### src/rtl/uart_pkt_pkg.sv
// Shared types and constants for the UART packet controller and its byte-event front end.
package uart_pkt_pkg;

  typedef enum logic [2:0] {
    IDLE    = 3'd0,
    LEN     = 3'd1,
    PAYLOAD = 3'd2,
    CSUM    = 3'd3,
    DONE    = 3'd4
  } state_e;

  localparam int ERR_LINE = 0;
  localparam int ERR_FMT  = 1;
  localparam int ERR_TMO  = 2;
  localparam int ERR_OVR  = 3;

  localparam logic [7:0] DEF_HDR = 8'hA5;

  // Keeps buffer address ports at least one bit wide even for a one-byte buffer.
  function automatic int addr_w(input int n);
    return (n > 1) ? $clog2(n) : 1;
  endfunction

endpackage

### src/rtl/uart_pkt_ctrl_if.sv
// Receiver-side byte signals and host-side packet buffer handshake for uart_pkt_ctrl.
interface uart_pkt_ctrl_if #(
  parameter int AW = 4
);
  logic [7:0]    rx_data;
  logic          rx_rdsig;
  logic          rx_dataerror;
  logic          rx_frameerror;

  logic          pkt_valid;
  logic [7:0]    pkt_len;
  logic [AW-1:0] pkt_rd_addr;
  logic [7:0]    pkt_rd_data;
  logic          pkt_ack;

  modport slave (
    input  rx_data, rx_rdsig, rx_dataerror, rx_frameerror, pkt_rd_addr, pkt_ack,
    output pkt_valid, pkt_len, pkt_rd_data
  );

  modport master (
    output rx_data, rx_rdsig, rx_dataerror, rx_frameerror, pkt_rd_addr, pkt_ack,
    input  pkt_valid, pkt_len, pkt_rd_data
  );
endinterface

### src/rtl/uart_byte_evt.sv
// Turns the receiver's byte-ready level into a one-cycle event, one cycle after it falls,
// together with the byte and line-error flag captured on that fall.
module uart_byte_evt (
  input  logic       clk,
  input  logic       rst_n,
  input  logic       rdsig_i,
  input  logic [7:0] data_i,
  input  logic       dataerror_i,
  input  logic       frameerror_i,
  output logic       byte_evt_o,
  output logic [7:0] byte_o,
  output logic       line_err_o
);

  logic       rdsig_q;
  logic       evt_q;
  logic [7:0] byte_q;
  logic       lerr_q;
  logic       fall;

  assign fall = rdsig_q & ~rdsig_i;

  always_ff @(posedge clk) begin
    if (!rst_n) begin
      rdsig_q <= 1'b0;
      evt_q   <= 1'b0;
      byte_q  <= 8'h00;
      lerr_q  <= 1'b0;
    end else begin
      rdsig_q <= rdsig_i;
      evt_q   <= fall;
      if (fall) begin
        byte_q <= data_i;
        lerr_q <= dataerror_i | frameerror_i;
      end
    end
  end

  assign byte_evt_o = evt_q;
  assign byte_o     = byte_q;
  assign line_err_o = lerr_q;

endmodule

### src/rtl/uart_pkt_ctrl.sv
// Frame-level controller: header hunt, length, payload, checksum, timeout and a host-read
// packet buffer released with pkt_ack.
module uart_pkt_ctrl
  import uart_pkt_pkg::*;
#(
  parameter logic [7:0] HDR         = DEF_HDR,
  parameter int         MAX_LEN     = 16,
  parameter int         TIMEOUT_CYC = 2000,
  parameter int         TW          = 12,
  parameter int         AW          = addr_w(MAX_LEN)
) (
  input  logic           clk,
  input  logic           rst_n,
  input  logic           cfg_enable,
  uart_pkt_ctrl_if.slave bus,
  output logic [3:0]     err_pulse,
  output logic [7:0]     err_count
);

  localparam logic [2:0]    S_IDLE    = IDLE;
  localparam logic [2:0]    S_LEN     = LEN;
  localparam logic [2:0]    S_PAYLOAD = PAYLOAD;
  localparam logic [2:0]    S_CSUM    = CSUM;
  localparam logic [2:0]    S_DONE    = DONE;
  localparam logic [7:0]    MAXL      = 8'(MAX_LEN);
  localparam logic [TW-1:0] TMO       = TW'(TIMEOUT_CYC);

  logic [2:0]    state_q, state_d;
  logic [7:0]    len_q, len_d;
  logic [7:0]    csum_q, csum_d;
  logic [7:0]    idx_q, idx_d;
  logic [3:0]    err_q, err_d;
  logic [7:0]    cnt_q;
  logic [TW-1:0] tmo_q;
  logic [7:0]    rd_q;
  logic [7:0]    buf_q [MAX_LEN];
  logic          wr_en;

  logic          evt_raw, evt, line_err, in_frame, tmo_hit;
  logic [7:0]    rx_byte;

  uart_byte_evt u_evt (
    .clk          (clk),
    .rst_n        (rst_n),
    .rdsig_i      (bus.rx_rdsig),
    .data_i       (bus.rx_data),
    .dataerror_i  (bus.rx_dataerror),
    .frameerror_i (bus.rx_frameerror),
    .byte_evt_o   (evt_raw),
    .byte_o       (rx_byte),
    .line_err_o   (line_err)
  );

  assign evt      = evt_raw & cfg_enable;
  assign in_frame = (state_q == S_LEN) || (state_q == S_PAYLOAD) || (state_q == S_CSUM);
  // A byte arriving on the expiry cycle takes precedence over the timeout.
  assign tmo_hit  = in_frame && (tmo_q >= TMO) && !evt;

  always_comb begin
    state_d = state_q;
    len_d   = len_q;
    csum_d  = csum_q;
    idx_d   = idx_q;
    err_d   = 4'b0000;
    wr_en   = 1'b0;
    if (!cfg_enable) begin
      state_d = S_IDLE;
    end else if (in_frame && evt && line_err) begin
      err_d[ERR_LINE] = 1'b1;
      state_d         = S_IDLE;
    end else if (tmo_hit) begin
      err_d[ERR_TMO] = 1'b1;
      state_d        = S_IDLE;
    end else begin
      case (state_q)
        S_IDLE: begin
          if (evt) begin
            if (line_err) err_d[ERR_LINE] = 1'b1;
            else if (rx_byte == HDR) state_d = S_LEN;
          end
        end
        S_LEN: begin
          if (evt) begin
            if (rx_byte == 8'd0 || rx_byte > MAXL) begin
              err_d[ERR_FMT] = 1'b1;
              state_d        = S_IDLE;
            end else begin
              len_d   = rx_byte;
              csum_d  = rx_byte;
              idx_d   = 8'd0;
              state_d = S_PAYLOAD;
            end
          end
        end
        S_PAYLOAD: begin
          if (evt) begin
            wr_en  = 1'b1;
            csum_d = csum_q + rx_byte;
            idx_d  = idx_q + 8'd1;
            if (idx_q == len_q - 8'd1) state_d = S_CSUM;
          end
        end
        S_CSUM: begin
          if (evt) begin
            if (rx_byte == csum_q) begin
              state_d = S_DONE;
            end else begin
              err_d[ERR_FMT] = 1'b1;
              state_d        = S_IDLE;
            end
          end
        end
        S_DONE: begin
          if (evt) err_d[ERR_OVR] = 1'b1;
          if (bus.pkt_ack) state_d = S_IDLE;
        end
        default: state_d = S_IDLE;
      endcase
    end
  end

  always_ff @(posedge clk) begin
    if (!rst_n) begin
      state_q <= S_IDLE;
      len_q   <= 8'd0;
      csum_q  <= 8'd0;
      idx_q   <= 8'd0;
      err_q   <= 4'b0000;
      cnt_q   <= 8'd0;
      tmo_q   <= '0;
    end else begin
      state_q <= state_d;
      len_q   <= len_d;
      csum_q  <= csum_d;
      idx_q   <= idx_d;
      err_q   <= err_d;
      if ((|err_d) && (cnt_q != 8'hFF)) cnt_q <= cnt_q + 8'd1;
      if (!cfg_enable || evt) tmo_q <= '0;
      else if (tmo_q != '1)   tmo_q <= tmo_q + 1'b1;
    end
  end

  // Buffer storage carries no reset; only the registered read port does.
  always_ff @(posedge clk) begin
    if (wr_en) buf_q[idx_q[AW-1:0]] <= rx_byte;
  end

  always_ff @(posedge clk) begin
    if (!rst_n) rd_q <= 8'h00;
    else        rd_q <= buf_q[bus.pkt_rd_addr];
  end

  assign bus.pkt_valid   = (state_q == S_DONE);
  assign bus.pkt_len     = len_q;
  assign bus.pkt_rd_data = rd_q;
  assign err_pulse       = err_q;
  assign err_count       = cnt_q;

endmodule

### src/flat_wrapper.sv
// flat-port wrapper written by rule: the top's interface ports become plain ports
module uart_pkt_ctrl_flat import uart_pkt_pkg::*;
#(
  parameter logic [7:0] HDR         = DEF_HDR,
  parameter int         MAX_LEN     = 16,
  parameter int         TIMEOUT_CYC = 2000,
  parameter int         TW          = 12,
  parameter int         AW          = addr_w(MAX_LEN)
)
  (clk, rst_n, cfg_enable, err_pulse, err_count, bus_rx_data, bus_rx_rdsig, bus_rx_dataerror, bus_rx_frameerror, bus_pkt_rd_addr, bus_pkt_ack, bus_pkt_valid, bus_pkt_len, bus_pkt_rd_data);
  uart_pkt_ctrl_if #(.AW(AW)) bus_i ();
  input  logic clk;
  input  logic rst_n;
  input  logic cfg_enable;
  output logic [3:0] err_pulse;
  output logic [7:0] err_count;
  input wire logic [$bits(bus_i.rx_data)-1:0] bus_rx_data;
  input wire logic [$bits(bus_i.rx_rdsig)-1:0] bus_rx_rdsig;
  input wire logic [$bits(bus_i.rx_dataerror)-1:0] bus_rx_dataerror;
  input wire logic [$bits(bus_i.rx_frameerror)-1:0] bus_rx_frameerror;
  input wire logic [$bits(bus_i.pkt_rd_addr)-1:0] bus_pkt_rd_addr;
  input wire logic [$bits(bus_i.pkt_ack)-1:0] bus_pkt_ack;
  output wire logic [$bits(bus_i.pkt_valid)-1:0] bus_pkt_valid;
  output wire logic [$bits(bus_i.pkt_len)-1:0] bus_pkt_len;
  output wire logic [$bits(bus_i.pkt_rd_data)-1:0] bus_pkt_rd_data;
  assign bus_i.rx_data = bus_rx_data;
  assign bus_i.rx_rdsig = bus_rx_rdsig;
  assign bus_i.rx_dataerror = bus_rx_dataerror;
  assign bus_i.rx_frameerror = bus_rx_frameerror;
  assign bus_i.pkt_rd_addr = bus_pkt_rd_addr;
  assign bus_i.pkt_ack = bus_pkt_ack;
  assign bus_pkt_valid = bus_i.pkt_valid;
  assign bus_pkt_len = bus_i.pkt_len;
  assign bus_pkt_rd_data = bus_i.pkt_rd_data;
  uart_pkt_ctrl #(.HDR(HDR), .MAX_LEN(MAX_LEN), .TIMEOUT_CYC(TIMEOUT_CYC), .TW(TW), .AW(AW)) u_core (.clk(clk), .rst_n(rst_n), .cfg_enable(cfg_enable), .bus(bus_i), .err_pulse(err_pulse), .err_count(err_count));
endmodule
### config.mk
export PLATFORM = sky130hd
export DESIGN_NAME = uart_pkt_ctrl_flat
export DESIGN_NICKNAME = d
export VERILOG_FILES = /design/src/rtl/uart_pkt_pkg.sv /design/src/rtl/uart_pkt_ctrl_if.sv /design/src/rtl/uart_byte_evt.sv /design/src/rtl/uart_pkt_ctrl.sv /design/src/flat_wrapper.sv
export SDC_FILE = /design/constraint.sdc
export NUM_CORES = 1
export LEC_CHECK = 0
export ABC_AREA = 0
export CAP_MARGIN = 5
export CORE_ASPECT_RATIO = 1.75
export CORE_MARGIN = 2
export CORE_UTILIZATION = 57
export CTS_CLUSTER_SIZE = 14
export DETAILED_ROUTE_END_ITERATION = 8
export DONT_BUFFER_PORTS = 1
export PLACE_DENSITY_LB_ADDON = 0.1
export REMOVE_ABC_BUFFERS = 1
export SETUP_SLACK_MARGIN = 0.1
export SLEW_MARGIN = 15
export SYNTH_ARGS = -nofsm -noshare
export SYNTH_HDL_FRONTEND = slang
export SYNTH_SLANG_ARGS = --single-unit
### constraint.sdc
create_clock -name clk -period 3 [get_ports clk]
set_input_delay 0.9 -clock clk [delete_from_list [all_inputs] [get_ports clk]]
set_output_delay 0.9 -clock clk [all_outputs]
set_load 0.01 [all_outputs]
; Yosys cells after proc, flatten, opt, wreduce, memory -nomap -nowiden
; Memory sizes are Yosys's and may differ from the RTL's. A register that Yosys moved wholly into a read port is not among the register bits.
; Cells that the tools add are included.
[classes]
bitwise = 9
addsub = 5
n_reduce_logical = 21
muxes = 41
magnitude_cmp = 2
n_eq_ne = 18
[op_table]
columns = op, count
row1 = $mux W8, 6
row2 = $pmux W8 S2, 2
row3 = $mux W3, 10
row4 = $mux W1, 18
row5 = $add A8 B1 Y8 const B, 2
row6 = $eq A8 B8 Y1, 2
row7 = $pmux W3 S5, 1
row8 = $add A12 B1 Y12 const B, 1
row9 = $ge A12 B11 Y1 const B, 1
row10 = $ne A12 B12 Y1 const B, 1
row11 = $ne A2 B1 Y1 const B, 5
row12 = $add A8 B8 Y8, 1
row13 = $eq A8 B8 Y1 const B, 1
row14 = $gt A8 B5 Y1 const B, 1
row15 = $logic_not A8 Y1, 1
row16 = $ne A2 B2 Y1 const B, 4
row17 = $ne A8 B8 Y1 const B, 1
row18 = $reduce_and A8 Y1, 1
row19 = $reduce_or A4 Y1, 2
row20 = $sub A8 B1 Y8 const B, 1
row21 = $reduce_and A7 Y1, 1
row22 = $eq A3 B2 Y1 const B, 2
row23 = $not A1 Y1, 6
row24 = $reduce_and A6 Y1, 1
row25 = 13 further kinds, 24
[totals]
elab_cells = 108
inputBits = 19
n_memories = 1
output_inout_bits = 29
mem_bits_rw = 128
reg_bits = 62
[mem_list]
columns = name, depth, width, read_ports, rd_clocked_by_memory_dff, write_ports, line
row1 = u_core.buf_q, 16, 8, 1, 1, 1, uart_pkt_ctrl.sv:36  ; logic [7:0] buf_q [MAX_LEN];

; Logic depth before layout (Yosys ltp)
; Gate-level depths: netlist of run 1.
[logic_depth]
depth_word = 10
mapped_depth = 10
mapped_depth_nobuf = 10

; Hierarchy
; A second synthesis of run 1 with hierarchy kept.
[unflattened]
cells_unflattened = 621
area_unflattened_um2 = 8475.6
[by_module_without_submodules]
columns = mod, instances, seq_area_each_um2, cells_each, area_each_um2
row1 = uart_pkt_ctrl, 1, 5024.8, 576, 8065.2
row2 = uart_byte_evt, 1, 220.2, 45, 410.4

; Worst setup path after synthesis of run 1
; OpenSTA, ideal clock, no wires.
[synth_timing]
kind = input -> register
from = in cfg_enable
to = mem u_core.buf_q[0][0], enable pin
setup_time_ns = 0.383
n_path_buf = 2
cell_stages = 6
required_ns = 2.617
t_arrival_ns = 2.498
path_slack_ns = 0.118
path_cell_list = clkbuf_1 -> nand2_1 -> nor2_1 -> buf_1 -> nand2_1 -> nor3_1
[synth_via]
elab_chain_cells = 8
elab_cells_between_ends = 12
cone_classes = 7 x mux / 1 x bitwise / 4 x reduce/logical
[synth_lines]
columns = element, line
row1 = "start, declared", flat_wrapper.sv:14  ; input logic cfg_enable;
row2 = $and A1 B1 Y1, uart_pkt_ctrl.sv:54  ; assign evt = evt_raw & cfg_enable;
row3 = $mux W1 or $logic_not A1 Y1 (tied branches), "uart_pkt_ctrl.sv:96, uart_pkt_ctrl.sv:57"
row4 = $mux W1 or $logic_and A1 B1 Y1 (tied branches), "uart_pkt_ctrl.sv:75, uart_pkt_ctrl.sv:57"
row5 = $mux W1, uart_pkt_ctrl.sv:71  ; end else if (tmo_hit) begin
row6 = $mux W1, uart_pkt_ctrl.sv:68  ; end else if (in_frame && evt && line_err) begin
row7 = $mux W1 (*), uart_pkt_ctrl.sv:66  ; if (!cfg_enable) begin
row8 = $mux W1 (*), uart_pkt_ctrl.sv:145  ; if (wr_en) buf_q[idx_q[AW-1:0]] <= rx_byte;
row9 = $mux W1 (implied by the code) (*), uart_pkt_ctrl.sv:145
row10 = "end, declared", uart_pkt_ctrl.sv:36
; Every way passes the cells marked *; elsewhere a longest branch is shown, timed or not.

; Worst setup path in the final report of run 1
[layout_timing]
from = reg u_core.state_q[2]
to = out bus_pkt_valid
[layout_via]
elab_chain_cells = 1
[layout_lines]
columns = element, line
row1 = "start, declared", uart_pkt_ctrl.sv:28  ; logic [2:0] state_q, state_d;
row2 = "start signal, assigned", uart_pkt_ctrl.sv:132  ; state_q <= state_d;
row3 = $eq A3 B3 Y1, uart_pkt_ctrl.sv:153  ; assign bus.pkt_valid = (state_q == S_DONE);
row4 = "end, declared", flat_wrapper.sv:23  ; output wire logic [$bits(bus_i.pkt_valid)-1:0] bus_pkt_valid;
; Every way passes these cells.

==> results by group, run 1 <==
Timing
  • Least-Margin Pin Slew: 675 ps
  • Fmax: 397 MHz
  • Crit path time final: 2520 ps
  • # setup viols final: 0
  • Clk_skew: 7.78 ps
  • Max-slew violation count: 0
  • Endpoints failing hold: 0
  • Tcrit/Tclk final: 0.841
  • Setup total negative slack: 0 ps
  • RSZ-0062 raised after global routing: no
  • Worst rel slew slack: 0.547

Worst setup path
  • Crit path capture type: output pin
  • Critical path class: reg -> out
  • Worst R2R End: u_core.csum_q[2]$_SDFFE_PN0P_
  • Flop-to-flop setup slack: 630 ps
  • CP Launch Type: flop
  • Worst reg2reg startpoint: u_core.u_evt.byte_o[5]$_SDFFE_PN0P_
  • WP data required: 2100 ps
  • Worst endpoint data arrival time: 1620 ps
  • R2R depth: 7
  • Crit Path Max Fanout: 12

CTS
  • CTS tree: yes
  • CTS clock-pin slew for the worst setup and hold paths: 70 ps
  • Post-CTS Hold Buffers: 0
  • # clock sinks: 198
  • Post-cts gate resize count: 0
  • Clock tree buffer depth: 2
  • Clk Latency, worst-skew pair: 420 ps
  • H-tree depth: 4
  • CTS Buf Count: 17
  • Root Buffer: clkbuf_16
  • Postcts setup bufs: 0

Global routing
  • GR Util met1: 0.256
  • First-pass GRT wire length: 27900 um
  • Antenna violations before repair: 0
  • Global route hottest layer: met2
  • M3 GR Usage: 0.0516
  • Largest net degree at the start of global routing: 33
  • Vias in the first global route: 5123
  • Met2 usage: 0.461
  • GR Overflow Total: 0
  • Global Route Usage Sum: 0.246

Detailed routing
  • DR pass1 iterations: 4
  • Antenna viol nets, final: 0
  • # DRC: 0
  • DR vias/cell: 5.98
  • Iteration-0 DRC Markers: 314
  • Routed via count: 4980
  • Drt total wl: 17900 um
  • Wire per inst: 21.5 um

Job
  • Max-cap violations: 0

Synth
  • Post-synth cell types: 56
  • Adder-Cell Fraction of Synth Area: 0.0247
  • Synth top area share: 0.457
  • Syn avg cell area: 13.5 um2
  • Synth top area cells: edfxtp_1 (46%), dfxtp_1 (17%), mux4_2 (11%)
  • Cell taking the most area after synthesis: edfxtp_1
  • Number of flops mapped to enable cells by yosys: 128
  • Synth Area in XOR/XNOR: 0.0323
  • Top-count cell post-synth: edfxtp_1
  • Largest family of logic cells by synthesized area: simple AND/OR/NAND/NOR gates
  • Ys Warns: 0
  • Post-synthesis simple-gate area fraction: 0.127
  • Number of synthesized register bits: 198
  • Mux cell area share after synthesis: 0.116
  • Seq/Total Area, Yosys: 0.624
  • Synth Flop Type: edfxtp_1
  • Commonest cells in the synthesized netlist: edfxtp_1 (128), nor2_1 (72), dfxtp_1 (70), nand2_1 (51), mux4_2 (40)
  • Synthesized cell area: 0.00841 mm2
  • Synth Instances: 623
  • Compound-Gate Fraction of Synth Area: 0.0522
  • Post-synthesis async set-or-reset flop share: 0

Floorplan
  • Core Area: 0.0144 mm2
  • IO Count: 48
  • Die extent in x: 95.8 um
  • Row count: 58
  • Die ar.: 0.0158 mm2
  • Chip Height: 165 um
  • Starting Density: 0.585

Cells and area
  • Filler Cell Count: 1081
  • Fin util: 0.648
  • Diode count: 0
  • Non-Filler Instances: 833
  • Area Overhead vs Synth: 10.8%
  • Share of layout cells above drive strength 1: 0.175
  • Fin nets: 675
  • Design area: 0.00931 mm2

Place
  • Placed cell count: 801
  • Final Wtd Congestion: 0.854
  • Area after DPL: 0.00871 mm2
  • Port Buffers: 0
  • DP Wirelength: 12600 um

Min path
  • Worst Hold End: u_core.csum_q[6]$_SDFFE_PN0P_
  • Hold WC Path Type: reg -> reg
  • Hold Path Stages: 2
  • Origin of the worst min-delay path: u_core.csum_q[6]$_SDFFE_PN0P_

Run status
  • Outcome: completed

Power and ir drop
  • Internal power: 4.16 mW
  • Clock network fraction of total power: 0.426
  • Logic pwr share: 0.027
  • Pleak: 3.30 nW
  • Max VDD drop: 0.000368 V
  • Sw Ratio: 0.217
  • PD cells: 571 mW/mm2
  • Flop pwr share: 0.547
  • Switch Pwr: 1.15 mW
-- cell type report --
type,instances,area (um2),share of cell area
multi-input cells,376,2960,0.317
inverters,18,67.6,0.00725
flip-flops and latches,198,5250,0.563
repair buffers,29,218,0.0234
clock inverters,15,176,0.0189
well taps,180,225,0.0242
clock buffers,17,425,0.0457
-- critical path: stages, from the launching register on --
cell and delay [ps]:
dfxtp_1 590, or3b_4 480, inv_1 120
-- power by group through the flow --
stage	combinational [mW]	clock, mW	sequential (mW)
2_1_floorplan	0.0928	0	2.97
3_3_place_gp	0.141	0	2.97
3_5_place_dp	0.144	0	2.97
4_1_cts	0.145	2.31	2.91
5_1_grt	0.153	2.42	2.91
6_report	0.144	2.27	2.91
-- layer usage --
metal | part of all wire | wire (um)
met1 | 0.35 | 6350
met5 | 0 | 0
met3 | 0.030 | 544
met4 | 0.035 | 633
met2 | 0.58 | 10400
-- registers in the layout (all words and copies together) (netlist names), 3 cells and up --
name	flops
u_core.bus.pkt_rd_data	8
u_core.csum_q	8
u_core.idx_q	8
u_core.err_count	8
u_core.bus.pkt_len	8
u_core.u_evt.byte_o	8
u_core.tmo_q	12
u_core.state_q	3
u_core.buf_q	128
u_core.err_pulse	4
-- cell usage in the layout, fill, tap and decap left out, drive strengths merged, types with 17 or more instances in the layout --
master,n
nor3,21
a21oi,23
mux4,40
xnor2,19
dfxtp,70
nor2,73
nand2,51
inv,26
buf,29
edfxtp,128
clkbuf,17
-- per-stage QoR --
step / power (mW) / hold WS [ps] / worst slack, ps
after floorplan: 3.07 / 449 / 368
after global placement: 3.11 / 460 / 705
after detailed placement: 3.11 / 468 / 643
after CTS: 5.36 / 479 / 469
after global routing: 5.48 / 506 / 400
final: 5.32 / 489 / 478
-- how the worst max path moves through the flow --
stage / slack (ps) / startpoint / depth (start not counted) / end
2_1_floorplan: 370 / cfg_enable / 4 / u_core.buf_q[0][0]$_DFFE_PP_
3_3_place_gp: 710 / u_core.bus.pkt_len[0]$_SDFFE_PN0P_ / 9 / u_core.state_q[0]$_SDFFE_PP0P_
3_5_place_dp: 640 / u_core.u_evt.byte_o[5]$_SDFFE_PN0P_ / 7 / u_core.csum_q[2]$_SDFFE_PN0P_
4_1_cts: 470 / u_core.state_q[2]$_SDFFE_PP0P_ / 2 / bus_pkt_valid
5_1_grt: 400 / u_core.state_q[2]$_SDFFE_PP0P_ / 2 / bus_pkt_valid
6_report: 480 / u_core.state_q[2]$_SDFFE_PP0P_ / 2 / bus_pkt_valid
-- cell families after synthesis --
logic type	count (synthesis)
adders and majority gates	16
xor gates and xnor gates	31
and+or+nand+nor	217
muxes	47
DFF	198
buffers and inverters	49
AOI/OAI and AO/OA	65
Power figures use the tool's default switching activity.
==> run 2: changes to the inputs <==
--- a/config.mk
+++ b/config.mk
@@ -9,7 +9,7 @@
 export CAP_MARGIN = 5
 export CORE_ASPECT_RATIO = 1.75
 export CORE_MARGIN = 2
-export CORE_UTILIZATION = 57
+export CORE_UTILIZATION = 63
 export CTS_CLUSTER_SIZE = 14
 export DETAILED_ROUTE_END_ITERATION = 8
 export DONT_BUFFER_PORTS = 1
==> constraint.sdc (replaced) <==
create_clock -name clk -period 2.5 [get_ports clk]
set_input_delay 0.75 -clock clk [delete_from_list [all_inputs] [get_ports clk]]
set_output_delay 0.75 -clock clk [all_outputs]
set_load 0.01 [all_outputs]
==> results by group, run 2 (same netlist as run 1, synthesis figures left out) <==
Worst setup path
  • CP Buf/Inv Count: 0
  • Flop-to-flop setup slack: 210 ps
  • Crit path to: u_core.err_count[1]$_SDFFE_PN0P_
  • R2R depth: 7
  • Critical path's top delay family: simple AND/OR/NAND/NOR gates
  • Stages on worst setup path: 7
  • Slowest-stage cell, CP: dfxtp_1
  • Worst Setup SP: u_core.u_evt.byte_o[0]$_SDFFE_PN0P_
  • Crit path cell chain: ha_1, nor4_1, nand3_1, a32oi_4, nor2_1, mux2i_1, nor2_1
  • Worst reg2reg startpoint: u_core.u_evt.byte_o[0]$_SDFFE_PN0P_
  • CP Launch Type: flop
  • Worst R2R End: u_core.err_count[1]$_SDFFE_PN0P_
  • Crit Path Max Fanout: 8
  • Worst endpoint data arrival time: 2580 ps
  • Most common cell type on the critical path: nor2_1
  • Slowest stage delay, CP: 430 ps
  • Crit path capture type: flop
  • Critical path class: reg -> reg
  • WP data required: 2800 ps

Timing
  • Clk_skew: 10.5 ps
  • Setup total negative slack: 0 ps
  • RSZ-0062 raised after global routing: yes
  • # setup viols final: 0
  • Setup WS post-layout: 213 ps
  • Least-Margin Pin Slew: 714 ps
  • Fmax: 437 MHz
  • Tcrit/Tclk final: 0.915
  • Worst rel slew slack: 0.520
  • Max-slew violation count: 0
  • Crit path time final: 2290 ps
  • Endpoints failing hold: 0

Power and ir drop
  • Clock network fraction of total power: 0.420
  • PD cells: 676 mW/mm2
  • Internal power: 4.96 mW
  • Max VDD drop: 0.000521 V
  • Final Total Pwr: 6.32 mW
  • Flop pwr share: 0.552
  • Logic pwr share: 0.028
  • Sw Ratio: 0.216
  • Pleak: 3.34 nW
  • Switch Pwr: 1.36 mW

CTS
  • H-tree depth: 4
  • CTS Buf Count: 17
  • Root Buffer: clkbuf_16
  • # clock sinks: 198
  • CTS clock-pin slew for the worst setup and hold paths: 70 ps
  • Clock tree buffer depth: 2
  • Clk Latency, worst-skew pair: 430 ps
  • CTS tree: yes

Global routing
  • GR Overflow Total: 0
  • Vias in the first global route: 5320
  • Global Route Usage Sum: 0.283
  • Antenna violations before repair: 0
  • First-pass GRT wire length: 30100 um
  • Largest net degree at the start of global routing: 34

Cells and area
  • Fin nets: 683
  • Most common cell after layout, fill and taps aside: edfxtp_1
  • Share of layout cells above drive strength 1: 0.191
  • Largest register FFs: 128
  • Design area: 0.00935 mm2
  • Area of the multi-input gates: 0.00298 mm2
  • Filler Cell Count: 843
  • Seq. cell area: 0.00525 mm2
  • Area Overhead vs Synth: 11.2%
  • Diode count: 0
  • Most frequent cells in the layout: edfxtp_1 (128), nor2_1 (71), dfxtp_1 (69), nand2_1 (51), mux4_2 (40)

Floorplan
  • IO Count: 48
  • Die ar.: 0.0143 mm2
  • Row count: 55
  • Starting Density: 0.647
  • Core Area: 0.0130 mm2
  • Chip Height: 157 um
  • Die extent in x: 91.3 um

Detailed routing
  • # DRC: 0
  • Routed via count: 5188
  • Wire per inst: 23.0 um
  • DR pass1 iterations: 6
  • Drt total wl: 19200 um
  • Iteration-0 DRC Markers: 343
  • Antenna viol nets, final: 0
  • DR vias/cell: 6.24

Place
  • Final Wtd Congestion: 0.910
  • Port Buffers: 0
  • Setup WS pre-CTS: 201 ps
  • DP Wirelength: 13000 um
  • Area after DPL: 0.00876 mm2

Job
  • Max-cap violations: 0

Run status
  • Outcome: completed

Min path
  • Hold Path Stages: 1
  • Hold WC Path Type: in -> reg
-- run 2: cell count changes in the layout (fill, tap and decap cells not counted), moves of 2 or more --
cell      change
buf_4         +8
clkinv_2      +2
clkinv_8      -2
inv_6         +3
inv_8         -5
-- run 2: what timing repair did --
action                                 in CTS  in global routing
endpoints found under the hold margin       0                  0
gates resized for setup                     0                  5
setup endpoints to repair                   0                 15
hold buffers                                0                  0
buffers inserted                            0                  0
-- run 2: how the worst min path moves through the flow --
stage	from	end
2_1_floorplan	u_core.idx_q[7]$_SDFFE_PN0P_	u_core.idx_q[7]$_SDFFE_PN0P_
6_report	rst_n	u_core.u_evt.rdsig_q$_SDFF_PN0_
3_3_place_gp	u_core.csum_q[6]$_SDFFE_PN0P_	u_core.csum_q[6]$_SDFFE_PN0P_
3_5_place_dp	u_core.csum_q[6]$_SDFFE_PN0P_	u_core.csum_q[6]$_SDFFE_PN0P_
5_1_grt	rst_n	u_core.u_evt.rdsig_q$_SDFF_PN0_
4_1_cts	rst_n	u_core.u_evt.rdsig_q$_SDFF_PN0_
-- run 2: final cells by class --
cell class	count	share of cell area
sequential	198	0.561
multi-input combinational	376	0.318
clock inverter	15	0.0150
timing repair buffer	37	0.0297
clock buffer	17	0.0455
inverter	18	0.00723
tap	171	0.0229
-- run 2: power groups by stage --
stage	logic [mW]	clock network [mW]	registers [mW]
5_1_grt	0.191	2.80	3.49
2_1_floorplan	0.111	0	3.57
3_5_place_dp	0.175	0	3.56
6_report	0.179	2.65	3.49
3_3_place_gp	0.170	0	3.56
4_1_cts	0.178	2.69	3.49
-- run 2: through the flow --
stage | instances | util | hold WS [ps]
2_1_floorplan | 592 | - | 449
3_3_place_gp | 800 | 0.674 | 462
3_5_place_dp | 800 | 0.674 | 473
4_1_cts | 832 | 0.717 | 439
5_1_grt | 832 | 0.719 | 438
6_report | 832 | 0.719 | 448
-- run 2: metal layers --
layer / wire [um] / global-route usage
met1: 6560 / 0.299
met2: 11000 / 0.544
met3: 873 / 0.0539
met4: 698 / 0.117
met5: 0 / 0
-- run 2: worst reg2reg max path, cell delays in order, from the launching register on --
cell and delay (ps):
dfxtp_1 430, ha_1 280, nor4_1 400, nand3_1 250, a32oi_4 430, nor2_1 140
mux2i_1 170, nor2_1 60
